## src/rtl/carregador_instrucoes.sv

```systemverilog
// Boot loader: takes a framed byte stream (16-bit word count, little-endian program bytes,
// XOR checksum) and writes 32-bit words to instruction memory from word address 0.
// Latency: 4th byte of a word accepted at edge N -> mem_we high during cycle N+1.
// Backpressure: byte_pronto drops for the single write cycle and in both terminal states.
module carregador_instrucoes #(
  parameter int ADDR_WIDTH = 8,
  parameter int MAX_WORDS  = 256
) (
  input  logic                  clk,
  input  logic                  reset,
  input  logic                  byte_valido,
  input  logic [7:0]            byte_dado,
  output logic                  byte_pronto,
  output logic                  mem_we,
  output logic [ADDR_WIDTH-1:0] mem_addr,
  output logic [31:0]           mem_wdata,
  output logic                  reset_nucleo,
  output logic                  carga_ok,
  output logic                  erro,
  output logic [ADDR_WIDTH:0]   palavras_escritas
);

  typedef enum logic [2:0] {
    CONT_LO,
    CONT_HI,
    DADOS,
    ESCREVE,
    CHECK,
    CONCLUIDO,
    ERRO
  } estado_t;

  localparam logic [15:0] MAX_W = 16'(MAX_WORDS);

  estado_t               estado_q, estado_d;
  logic [15:0]           count_q, count_d;
  logic [ADDR_WIDTH:0]   idx_q, idx_d;
  logic [1:0]            lane_q, lane_d;
  logic [23:0]           word_q, word_d;
  logic [7:0]            csum_q, csum_d;
  logic                  byte_pronto_q, byte_pronto_d;
  logic                  mem_we_q, mem_we_d;
  logic [ADDR_WIDTH-1:0] mem_addr_q, mem_addr_d;
  logic [31:0]           mem_wdata_q, mem_wdata_d;
  logic                  reset_nucleo_q, reset_nucleo_d;
  logic                  carga_ok_q, carga_ok_d;
  logic                  erro_q, erro_d;

  logic                  transfer;
  logic [15:0]           count_novo;
  logic [15:0]           idx_prox;

  assign transfer = byte_valido & byte_pronto_q;
  // Full count as it will look once the high header byte is taken.
  assign count_novo = {byte_dado, count_q[7:0]};
  // Word index after the write in progress completes, widened for the count compare.
  assign idx_prox = 16'(idx_q) + 16'd1;

  // Next-state logic: frame parsing, word assembly, checksum and registered output decode.
  always_comb begin
    estado_d    = estado_q;
    count_d     = count_q;
    idx_d       = idx_q;
    lane_d      = lane_q;
    word_d      = word_q;
    csum_d      = csum_q;
    mem_addr_d  = mem_addr_q;
    mem_wdata_d = mem_wdata_q;

    case (estado_q)
      CONT_LO: begin
        if (transfer) begin
          count_d[7:0] = byte_dado;
          estado_d     = CONT_HI;
        end
      end
      CONT_HI: begin
        if (transfer) begin
          count_d[15:8] = byte_dado;
          if (count_novo == 16'd0) begin
            estado_d = CHECK;
          end else if (count_novo > MAX_W) begin
            estado_d = ERRO;
          end else begin
            estado_d = DADOS;
          end
        end
      end
      DADOS: begin
        if (transfer) begin
          csum_d = csum_q ^ byte_dado;
          if (lane_q == 2'd3) begin
            // Last lane goes straight into the write data; the word register only holds lanes 0..2.
            lane_d      = 2'd0;
            mem_addr_d  = idx_q[ADDR_WIDTH-1:0];
            mem_wdata_d = {byte_dado, word_q};
            estado_d    = ESCREVE;
          end else begin
            word_d[{lane_q, 3'b000} +: 8] = byte_dado;
            lane_d                        = lane_q + 2'd1;
          end
        end
      end
      ESCREVE: begin
        idx_d = idx_q + {{ADDR_WIDTH{1'b0}}, 1'b1};
        if (idx_prox == count_q) begin
          estado_d = CHECK;
        end else begin
          estado_d = DADOS;
        end
      end
      CHECK: begin
        if (transfer) begin
          estado_d = (byte_dado == csum_q) ? CONCLUIDO : ERRO;
        end
      end
      default: begin
        estado_d = estado_q;
      end
    endcase

    // Outputs are decoded from the next state so they are registered without extra lag.
    byte_pronto_d  = (estado_d == CONT_LO) || (estado_d == CONT_HI) ||
                     (estado_d == DADOS)   || (estado_d == CHECK);
    mem_we_d       = (estado_d == ESCREVE);
    reset_nucleo_d = (estado_d != CONCLUIDO);
    carga_ok_d     = (estado_d == CONCLUIDO);
    erro_d         = (estado_d == ERRO);
  end

  // State and output registers; asynchronous reset restores the idle, core-held-in-reset state.
  always_ff @(posedge clk or posedge reset) begin
    if (reset) begin
      estado_q       <= CONT_LO;
      count_q        <= 16'd0;
      idx_q          <= '0;
      lane_q         <= 2'd0;
      word_q         <= 24'd0;
      csum_q         <= 8'd0;
      byte_pronto_q  <= 1'b1;
      mem_we_q       <= 1'b0;
      mem_addr_q     <= '0;
      mem_wdata_q    <= 32'd0;
      reset_nucleo_q <= 1'b1;
      carga_ok_q     <= 1'b0;
      erro_q         <= 1'b0;
    end else begin
      estado_q       <= estado_d;
      count_q        <= count_d;
      idx_q          <= idx_d;
      lane_q         <= lane_d;
      word_q         <= word_d;
      csum_q         <= csum_d;
      byte_pronto_q  <= byte_pronto_d;
      mem_we_q       <= mem_we_d;
      mem_addr_q     <= mem_addr_d;
      mem_wdata_q    <= mem_wdata_d;
      reset_nucleo_q <= reset_nucleo_d;
      carga_ok_q     <= carga_ok_d;
      erro_q         <= erro_d;
    end
  end

  assign byte_pronto       = byte_pronto_q;
  assign mem_we            = mem_we_q;
  assign mem_addr          = mem_addr_q;
  assign mem_wdata         = mem_wdata_q;
  assign reset_nucleo      = reset_nucleo_q;
  assign carga_ok          = carga_ok_q;
  assign erro              = erro_q;
  assign palavras_escritas = idx_q;

endmodule

```

## config.mk

```make
export PLATFORM = sky130hd
export DESIGN_NAME = carregador_instrucoes
export DESIGN_NICKNAME = d
export VERILOG_FILES = /design/src/rtl/carregador_instrucoes.sv
export SDC_FILE = /design/constraint.sdc
export NUM_CORES = 1
export LEC_CHECK = 0
export CAP_MARGIN = 30
export CORE_MARGIN = 2
export CORE_UTILIZATION = 25
export CTS_CLUSTER_DIAMETER = 120
export CTS_CLUSTER_SIZE = 28
export DETAILED_ROUTE_END_ITERATION = 8
export PLACE_DENSITY_LB_ADDON = 0.08
export SLEW_MARGIN = 15
export SYNTH_ARGS = -nofsm -noshare
export SYNTH_HDL_FRONTEND = slang
export SYNTH_SLANG_ARGS = --single-unit
```

## constraint.sdc

```tcl
create_clock -name clk -period 3.8 [get_ports clk]
set_input_delay 0.76 -clock clk [delete_from_list [all_inputs] [get_ports clk]]
set_output_delay 0.76 -clock clk [all_outputs]
set_load 0.02 [all_outputs]
```

# Word level (Yosys, flattened, before mapping)
# Cells that the tools add are included.
word_totals:
  wordCells: 61
  out_inout_bits: 54
  input_bits: 11
  ff_bits: 107
classes:
  bitwise_logic: 3
  n_shift: 2
  n_eq_ne: 14
  n_mux: 12
  reduce_logical: 11
  add_sub_neg: 4
  n_lt_le_gt_ge: 1
ops:
  columns: ["cell", "n"]
  rows:
  - ["bitwise mux 24 bit", 1]
  - ["two-way mux 3 bit", 8]
  - ["variable shift 8 x 7 -> 24 bit, first input constant", 1]
  - ["variable part select 8 x 7 -> 24 bit", 1]
  - ["equality test 10 x 16 -> 1 bit", 1]
  - ["> comparator 16 x 9 -> 1 bit, second input constant", 1]
  - ["zero test 16 bit", 1]
  - ["case mux 3 bit (5 select lines)", 1]
  - ["equality test 3 x 2 -> 1 bit, second input constant", 4]
  - ["equality test 3 bit, second input constant", 4]
  - ["adder 9 x 1 -> 10 bit, second input constant", 1]
  - ["adder 9 x 1 -> 9 bit, second input constant", 1]
  - ["equality test 8 bit", 1]
  - ["XOR 8 bit", 1]
  - ["negator 5 -> 7 bit", 1]
  - ["equality test 3 x 1 -> 1 bit, second input constant", 2]
  - ["zero test 3 bit", 2]
  - ["AND reduction 2 bit", 3]
  - ["AND reduction 3 bit", 2]
  - ["two-way mux 2 bit", 2]
  - ["logical OR 1 bit", 3]
  - ["!= test 3 bit, second input constant", 1]
  - ["adder 2 x 1 -> 2 bit, second input constant", 1]
  - ["equality test 2 bit, second input constant", 1]
  - ["other kinds (2)", 2]

# Depth between registers and ports, before layout
# Gate-level depths: netlist of the first run.
logic_depth:
  word_depth: 9
  ltp_mapped: 7
  mapped_depth_nobuf: 7

# Worst setup path after synthesis of the first run
# Ideal clock, no wire load.
synth_path:
  path_kind: "input to register"
  startpoint: "in byte_dado[4]"
  endpoint: "reg reset_nucleo_q (netlist: reset_nucleo)"
  n_path_buf: 1
  setup_time_ps: 82
  stages: 7
  t_arrival_ps: 2142
  slack_ps: 1576
  path_cell_list: "buf_4 > xnor2_2 > nand4_1 > or4_4 > a21oi_2 > o221ai_1 > a211o_1"
synth_via:
  elab_chain_cells: 6
synth_lines:
  columns: ["item", "line", "rtl"]
  rows:
  - ["start: declaration", "12", "input logic [7:0] byte_dado,"]
  - ["> comparator 16 x 9 -> 1 bit", "82", "end else if (count_novo > MAX_W) begin"]
  - ["two-way mux 3 bit", "82", null]
  - ["two-way mux 3 bit", "80", "if (count_novo == 16'd0) begin"]
  - ["two-way mux 3 bit", "78", "if (transfer) begin"]
  - ["case mux 3 bit (5 select lines) (*)", "70", "case (estado_q)"]
  - ["!= test 3 bit (*)", "126", "reset_nucleo_d = (estado_d != CONCLUIDO);"]
  - ["net reset_nucleo_d", "45", "logic reset_nucleo_q, reset_nucleo_d;"]
  - ["end signal: assignment", "158", "reset_nucleo_q <= reset_nucleo_d;"]
  - ["end: declaration", "45", null]
# The timed path passes the listed nets; every way through them passes the cells marked *.
# A chain may end at the register's enable or synchronous reset.

# Worst setup path after layout of the first run
# Ends and elaborated chain as after synthesis.

==> key figures, run 1 <==
Outcome
  • Outcome: finished, final reports clean

Clock tree
  • Hold-fix buffers, CTS: 0
  • Clk Latency, worst-skew pair: 0.36 ns
  • Htree depth: 3
  • Clk root buf: clkbuf_16
  • Count of cells resized by post-cts repair: 0
  • Clock transition at path regs: 0.07 ns
  • CTS tree: done
  • Clock buffer count from CTS: 9
  • Sink Count: 107
  • Deepest clock path buffer count: 2
  • Post-CTS Setup Bufs: 0

Placement
  • Post-DP Area: 5880 um^2
  • GPL Wtd Cong: 0.730
  • Port Buffers: 64
  • Post-DP HPWL: 8.46 mm

Floorplanning
  • Number of placement rows: 51
  • Chip width: 145 um
  • I/O Pins: 65
  • Die ar.: 21,000 um^2
  • Initial Util: 0.255
  • Die height: 145 um
  • Area of the core: 19,500 um^2

Global routing
  • Largest net degree at the start of global routing: 56
  • First-pass GRT wire length: 20.0 mm
  • All-Layer GR Usage: 0.123
  • Grt ovf: 0
  • Vias in the first global route: 3,460
  • Initial antenna violation count: 0

Setup path
  • Arr. time, crit path: 2.91 ns
  • R2R setup slack: 1.45 ns
  • Crit-path max cell delay: 0.69 ns
  • Worst setup EP type: register
  • Reg2Reg Depth: 7
  • Crit path from: byte_dado[4]
  • FF-to-FF End: reset_nucleo$_DFF_PP1_
  • CP bufs+invs: 1
  • Critical Path Source Type: input port
  • Cell count along the critical path: 7
  • Crit path max-delay family: buffers and inverters
  • Setup crit end: reset_nucleo$_DFF_PP1_
  • Worst Path Max Fanout: 5
  • Crit-path slowest cell: clkdlybuf4s50_1
  • Worst reg2reg path startpoint: palavras_escritas[0]$_DFFE_PP0P_
  • WP data required: 4.09 ns
  • CP Class: input port to register
  • Critical path cell sequence: clkdlybuf4s50_1 -> xnor2_2 -> nand4_1 -> or4_4 -> a21oi_2 -> o221ai_1 -> a211o_1

Route
  • Final WL: 12.2 mm
  • Average wire per standard cell: 16.2 um
  • DRT met1 WL: 5.60 mm
  • Uppermost routed layer: met4
  • Routed wl met3: 490 um
  • DRT antenna net count: 0
  • DRC errors left: 0
  • Vias: 3,232
  • First-pass detailed-route iteration total: 4
  • Via-to-Cell Ratio: 4.32
  • Met2 Wirelength: 5.94 mm
  • Iteration-0 DRC Markers: 115

Hold path
  • Worst hold path class: register to register
  • WHS Path Cells: 1

STA
  • Hold Fails Final Rpt: 0
  • Final Critical Period: 2.63 ns
  • Final TNS setup: 0 ns
  • Max Clk Rate: 0.381 GHz
  • Post-route clock period utilization: 0.691
  • Max Clock Skew: 0.00655 ns
  • Max-slew violations: 0
  • Final setup viols: 0
  • RSZ-0062 raised after global routing: no
  • Worst slew pin tran: 0.716 ns
  • Max-slew headroom at the worst pin: 0.523

Synth
  • Mapped Area: 4970 um^2
  • FF+latch count, synth: 107
  • Seq/Total Area, Yosys: 0.540
  • Synth async-reset ratio: 1.00
  • Post-Syn Area per Cell: 12.1 um^2
  • Main synth FF type: dfrtp_1
  • Instance count of the mapped netlist: 409
  • Synth Net Count: 426
  • Ys Warns: 0
  • Post-synth top area share: 0.529
  • Number of synthesized flops with an enable pin: 0
  • Yosys top cell by area: dfrtp_1
  • Area contributors post-synth: dfrtp_1 53%, mux2_2 13%, xnor2_1 4.1%, nand3_1 3.0%, o21ai_0 2.7%
  • Post-synth cell types: 55

Finish
  • # nets final: 495
  • P&R area growth vs syn: 25.0%
  • Share of cells above drive strength 1: 0.242
  • Diodes inserted: 0
  • Post-Layout Inst Area: 6210 um^2

Power and ir drop
  • PD cells: 359 nW/um^2
  • Lkg Pwr: 2.83 nW
  • Peak supply drop: 221 uV

Flow run
  • Max cap viols: 0
==> area by class of cell <==
| cell class | count | area, um^2 |
|---|---|---|
| flip-flops and latches | 107 | 2680 |
| multi-input cells | 246 | 1960 |
| fillers | 1999 | 13300 |
| well taps | 265 | 332 |
| inverters | 31 | 119 |
| clock inverters | 6 | 90.1 |
| clock buffers | 10 | 229 |
| repair buffers | 83 | 801 |
==> report_power, final <==
group	leakage, nW	switching [mW]	internal, mW
Combinational	1.34	0.0491	0.0218
Clock	0.153	0.439	0.580
Sequential	1.34	0	1.14
==> cells in the final DEF (no fill, tap or decap), types with 9 or more instances in the layout <==
master and count:
nand2_1 24, clkdlybuf4s50_1 64, mux2_2 57, buf_4 14, dfrtp_1 105, nand3_1 30, o21ai_0 27, clkbuf_16 9
inv_1 30, xnor2_1 23
==> how the worst min path moves through the flow <==
stage,endpoint,start
global placement,csum_q[0]$_DFFE_PP0P_,csum_q[0]$_DFFE_PP0P_
global route,mem_addr[2]$_DFFE_PP0P_,mem_addr[2]$_DFFE_PP0P_
finish,csum_q[0]$_DFFE_PP0P_,csum_q[0]$_DFFE_PP0P_
CTS,csum_q[0]$_DFFE_PP0P_,csum_q[0]$_DFFE_PP0P_
floorplan,csum_q[1]$_DFFE_PP0P_,csum_q[1]$_DFFE_PP0P_
detailed placement,csum_q[0]$_DFFE_PP0P_,csum_q[0]$_DFFE_PP0P_
==> stage by stage <==
step                      cells  power [mW]  hold slack, ns  setup WS (ns)   util
final                       748        2.23           0.494           1.17  0.319
after detailed placement    730        1.24           0.483          0.802  0.302
after global routing        748        2.33           0.513           1.01  0.319
after floorplan             409        1.20           0.464          0.226      -
after global placement      729        1.24           0.479          0.829  0.302
after CTS                   746        2.28           0.497           1.18  0.319
==> synth_stat cells (all sizes together), types with 2 or more instances <==
library cell / count
mux2: 57
nor2: 7
and3: 3
a21oi: 4
nor4b: 2
nand3: 31
nand2: 25
xnor2: 27
clkbuf: 5
ha: 6
nor3b: 7
nand2b: 2
buf: 19
nor4: 9
nor3: 5
nand4: 8
inv: 31
dfrtp: 105
o21ai: 29
dfstp: 2
xor2: 6
==> state kept, by name, indices dropped and copies added, names as in the netlist <==
| register | flops |
|---|---|
| carga_ok | 1 |
| erro | 1 |
| mem_wdata | 32 |
| lane_q | 2 |
| word_q | 24 |
| estado_q | 3 |
| mem_addr | 8 |
| byte_pronto | 1 |
| csum_q | 8 |
| reset_nucleo | 1 |
| mem_we | 1 |
| palavras_escritas | 9 |
| count_q | 16 |
==> worst reg2reg max path: cells and delay by family (launching register included) <==
| family | cells | cell delay [ns] |
|---|---|---|
| AO/OA/AOI/OAI | 3 | 0.95 |
| AND/OR/NAND/NOR | 3 | 0.54 |
| flip-flops | 1 | 0.51 |
| adder cells (fa/ha/maj) | 1 | 0.29 |
==> layer usage <==
| layer | vias up | track usage |
|---|---|---|
| li1 | 1547 | - |
| met1 | 1612 | 0.160 |
| met2 | 65 | 0.201 |
| met3 | 8 | 0.0362 |
| met4 | 0 | 0.0297 |
| met5 | - | 0 |
==> cell families (layout without fill, tap and decap cells) <==
group / Yosys count / after routing / share of synthesized area
AO/OA/AOI/OAI: 46 / 46 / 0.0572
XOR/XNOR: 33 / 33 / 0.0642
adder cells (fa/ha/maj): 6 / 6 / 0.0151
buffers and inverters: 56 / 130 / 0.0663
flip-flops: 107 / 107 / 0.540
multiplexers: 57 / 57 / 0.129
AND/OR/NAND/NOR: 104 / 104 / 0.128
Note: power is estimated with default switching activity, not from simulation.
==> run 2, diff against run 1 <==
==> constraint.sdc (replaced) <==
create_clock -name clk -period 2.2 [get_ports clk]
set_input_delay 0.44 -clock clk [delete_from_list [all_inputs] [get_ports clk]]
set_output_delay 0.44 -clock clk [all_outputs]
set_load 0.02 [all_outputs]
==> key figures, run 2 (synthesized netlist as in run 1, its figures left out) <==
Route
  • Final WL: 12.1 mm (-0.34%)
  • Vias: 3,289 (+1.8%)
  • DRC errors left: 0 (unchanged)
  • Iteration-0 DRC Markers: 137 (+19%)
  • DRT antenna net count: 0 (unchanged)
  • Average wire per standard cell: 15.7 um (-3.3%)
  • First-pass detailed-route iteration total: 4 (unchanged)
  • Via-to-Cell Ratio: 4.27 (-1.3%)

Finish
  • # nets final: 518 (+4.6%)
  • Max reg flops: 32 (unchanged)
  • Fin util: 0.330 (+0.0109)
  • Fillers: 1,993 (-0.30%)
  • Diodes inserted: 0 (unchanged)
  • P&R area growth vs syn: 29.3%
  • Commonest non-fill, non-tap cells in the layout: 105 x dfrtp_1, 61 x clkdlybuf4s50_1, 57 x mux2_2
  • Share of cells above drive strength 1: 0.281 (+0.0384)
  • Commonest non-fill, non-tap cell in the layout: dfrtp_1

Floorplanning
  • Number of placement rows: 51 (unchanged)
  • Die ar.: 21,000 um^2 (unchanged)
  • Die height: 145 um (unchanged)
  • Area of the core: 19,500 um^2 (unchanged)
  • I/O Pins: 65 (unchanged)
  • Chip width: 145 um (unchanged)
  • Initial Util: 0.255 (unchanged)

Power and ir drop
  • Clk pwr share: 0.459 (+0.002)
  • Sw Pwr: 0.858 mW (+76%)
  • Sw Ratio: 0.221 (+0.00197)
  • Share of power burned in registers: 0.506 (-0.005)
  • Design Power: 3.88 mW (+74%)
  • Peak supply drop: 338 uV (+53%)
  • Comb power frac: 0.035 (+0.003)
  • Lkg Pwr: 2.97 nW (+4.9%)
  • PD cells: 604 nW/um^2 (+68%)
  • Internal Power: 3.02 mW (+74%)

Setup path
  • Crit path max-delay family: simple AND/OR/NAND/NOR gates
  • Critical path cell sequence: clkdlybuf4s50_1 -> xnor2_2 -> nand4_1 -> or4_4 -> a21oi_2 -> o221ai_1 -> a211o_1
  • Worst setup EP type: register
  • Worst Path Max Fanout: 2 (-3)
  • CP Class: input port to register
  • Crit-path slowest cell: clkdlybuf4s50_1
  • Critical Path Source Type: input port
  • Crit-path max cell delay: 0.53 ns (-0.16 ns)
  • CP bufs+invs: 1 (unchanged)
  • WP data required: 2.49 ns (-1.60 ns)
  • Arr. time, crit path: 2.37 ns (-0.54 ns)

STA
  • Max-slew headroom at the worst pin: 0.701 (+0.178)
  • Worst slew pin tran: 0.445 ns (-0.271 ns)
  • Max Clock Skew: 0.00777 ns (+0.00123 ns)
  • Max-slew violations: 0 (unchanged)
  • Hold Fails Final Rpt: 0 (unchanged)
  • Final Critical Period: 2.09 ns
  • Post-route clock period utilization: 0.948
  • Final setup viols: 0 (unchanged)
  • Max Clk Rate: 0.479 GHz

Clock tree
  • Hold-fix buffers, CTS: 0 (unchanged)
  • CTS tree: done
  • Sink Count: 107 (unchanged)
  • Clock buffer count from CTS: 9 (unchanged)
  • Clk Latency, worst-skew pair: 0.36 ns (about the same)
  • Clock transition at path regs: 0.07 ns (about the same)
  • Deepest clock path buffer count: 2 (unchanged)
  • Htree depth: 3 (unchanged)
  • Clk root buf: clkbuf_16

Global routing
  • Initial antenna violation count: 0 (unchanged)
  • Largest net degree at the start of global routing: 45 (-20%)
  • All-Layer GR Usage: 0.121 (-0.00167)
  • Grt ovf: 0 (unchanged)
  • Vias in the first global route: 3,584 (+3.6%)
  • First-pass GRT wire length: 20.0 mm (unchanged)

Flow run
  • Max cap viols: 0 (unchanged)

Placement
  • Post-DP HPWL: 8.51 mm (+0.52%)
  • Port Buffers: 64 (unchanged)
  • GPL Wtd Cong: 0.701 (-3.9%)

Outcome
  • Outcome: finished, final reports clean

Hold path
  • Worst hold path class: input port to asynchronous set/reset pin
-- run 2: changes by cell type in the layout (fill, tap and decap cells not counted), moves of 2 or more --
| cell | before | now |
|---|---|---|
| buf_2 | 3 | 0 |
| buf_4 | 14 | 39 |
| dlymetal6s2s_1 | 0 | 3 |
| clkdlybuf4s50_1 | 64 | 61 |
| clkinvlp_4 | 1 | 3 |
-- run 2: final timing paths --
check	from	end	slack [ns]	depth (start not counted)
min in group clk	csum_q[3]$_DFFE_PP0P_	csum_q[3]$_DFFE_PP0P_	0.49	1
hold / removal	reset	mem_we$_DFF_PP0_	0.38	2
max in group asynchronous	reset	reset_nucleo$_DFF_PP1_	1.27	3
setup / recovery	byte_dado[7]	reset_nucleo$_DFF_PP1_	0.11	7
hold reg to reg	csum_q[3]$_DFFE_PP0P_	csum_q[3]$_DFFE_PP0P_	0.49	1
setup reg to reg	palavras_escritas[0]$_DFFE_PP0P_	reset_nucleo$_DFF_PP1_	0.12	7
-- run 2: area by class of cell --
type | instances | area, um^2 | share of cell area
Clock inverter | 7 | 101 | 0.0158
Timing Repair Buffer | 106 | 1000 | 0.156
Clock buffer | 9 | 225 | 0.0351
Sequential cell | 107 | 2680 | 0.417
Tap cell | 265 | 332 | 0.0516
Multi-Input combinational cell | 246 | 1960 | 0.306
Inverter | 31 | 120 | 0.0187
-- run 2: what timing repair did --
item / CTS / global route
setup buffers: 0 / 1
endpoints found under the setup margin: 0 / 3
resized for setup: 0 / 5
-- run 2: worst register-to-register path: stages (launching register included) --
cell and delay [ns]:
dfrtp_1 0.39, ha_2 0.21, nand2b_1 0.16, o211a_1 0.13, o32a_2 0.38, nor4_4 0.26
nand4_2 0.19, a211o_1 0.29
-- run 2: per-layer routing --
layer,vias up,track usage,share of wire
met2,56,0.198,0.47
met1,1632,0.157,0.48
li1,1589,-,-
met4,0,0.0401,0.015
met3,12,0.0318,0.035
met5,-,0,0
-- run 2: power by group through the flow --
stage               registers, mW  logic, mW  clock network [mW]
CTS                          1.96      0.143                1.86
global route                 1.96      0.150                1.93
finish                       1.97      0.134                1.78
global placement             2.00      0.143                   0
detailed placement           2.00      0.142                   0
floorplan                    2.00     0.0640                   0
-- run 2: stage by stage --
step	hold slack (ns)	setup slack [ns]	setup TNS (ns)	std cells	instance area [um^2]
2_1_floorplan	0.464	0.0462	0	409	4970
3_3_place_gp	0.480	-0.283	-8.27	754	6080
3_5_place_dp	0.484	-0.351	-10.70	754	6080
4_1_cts	0.373	0.0345	0	770	6400
5_1_grt	0.392	-0.00208	-0.00294	771	6420
6_report	0.379	0.114	0	771	6420
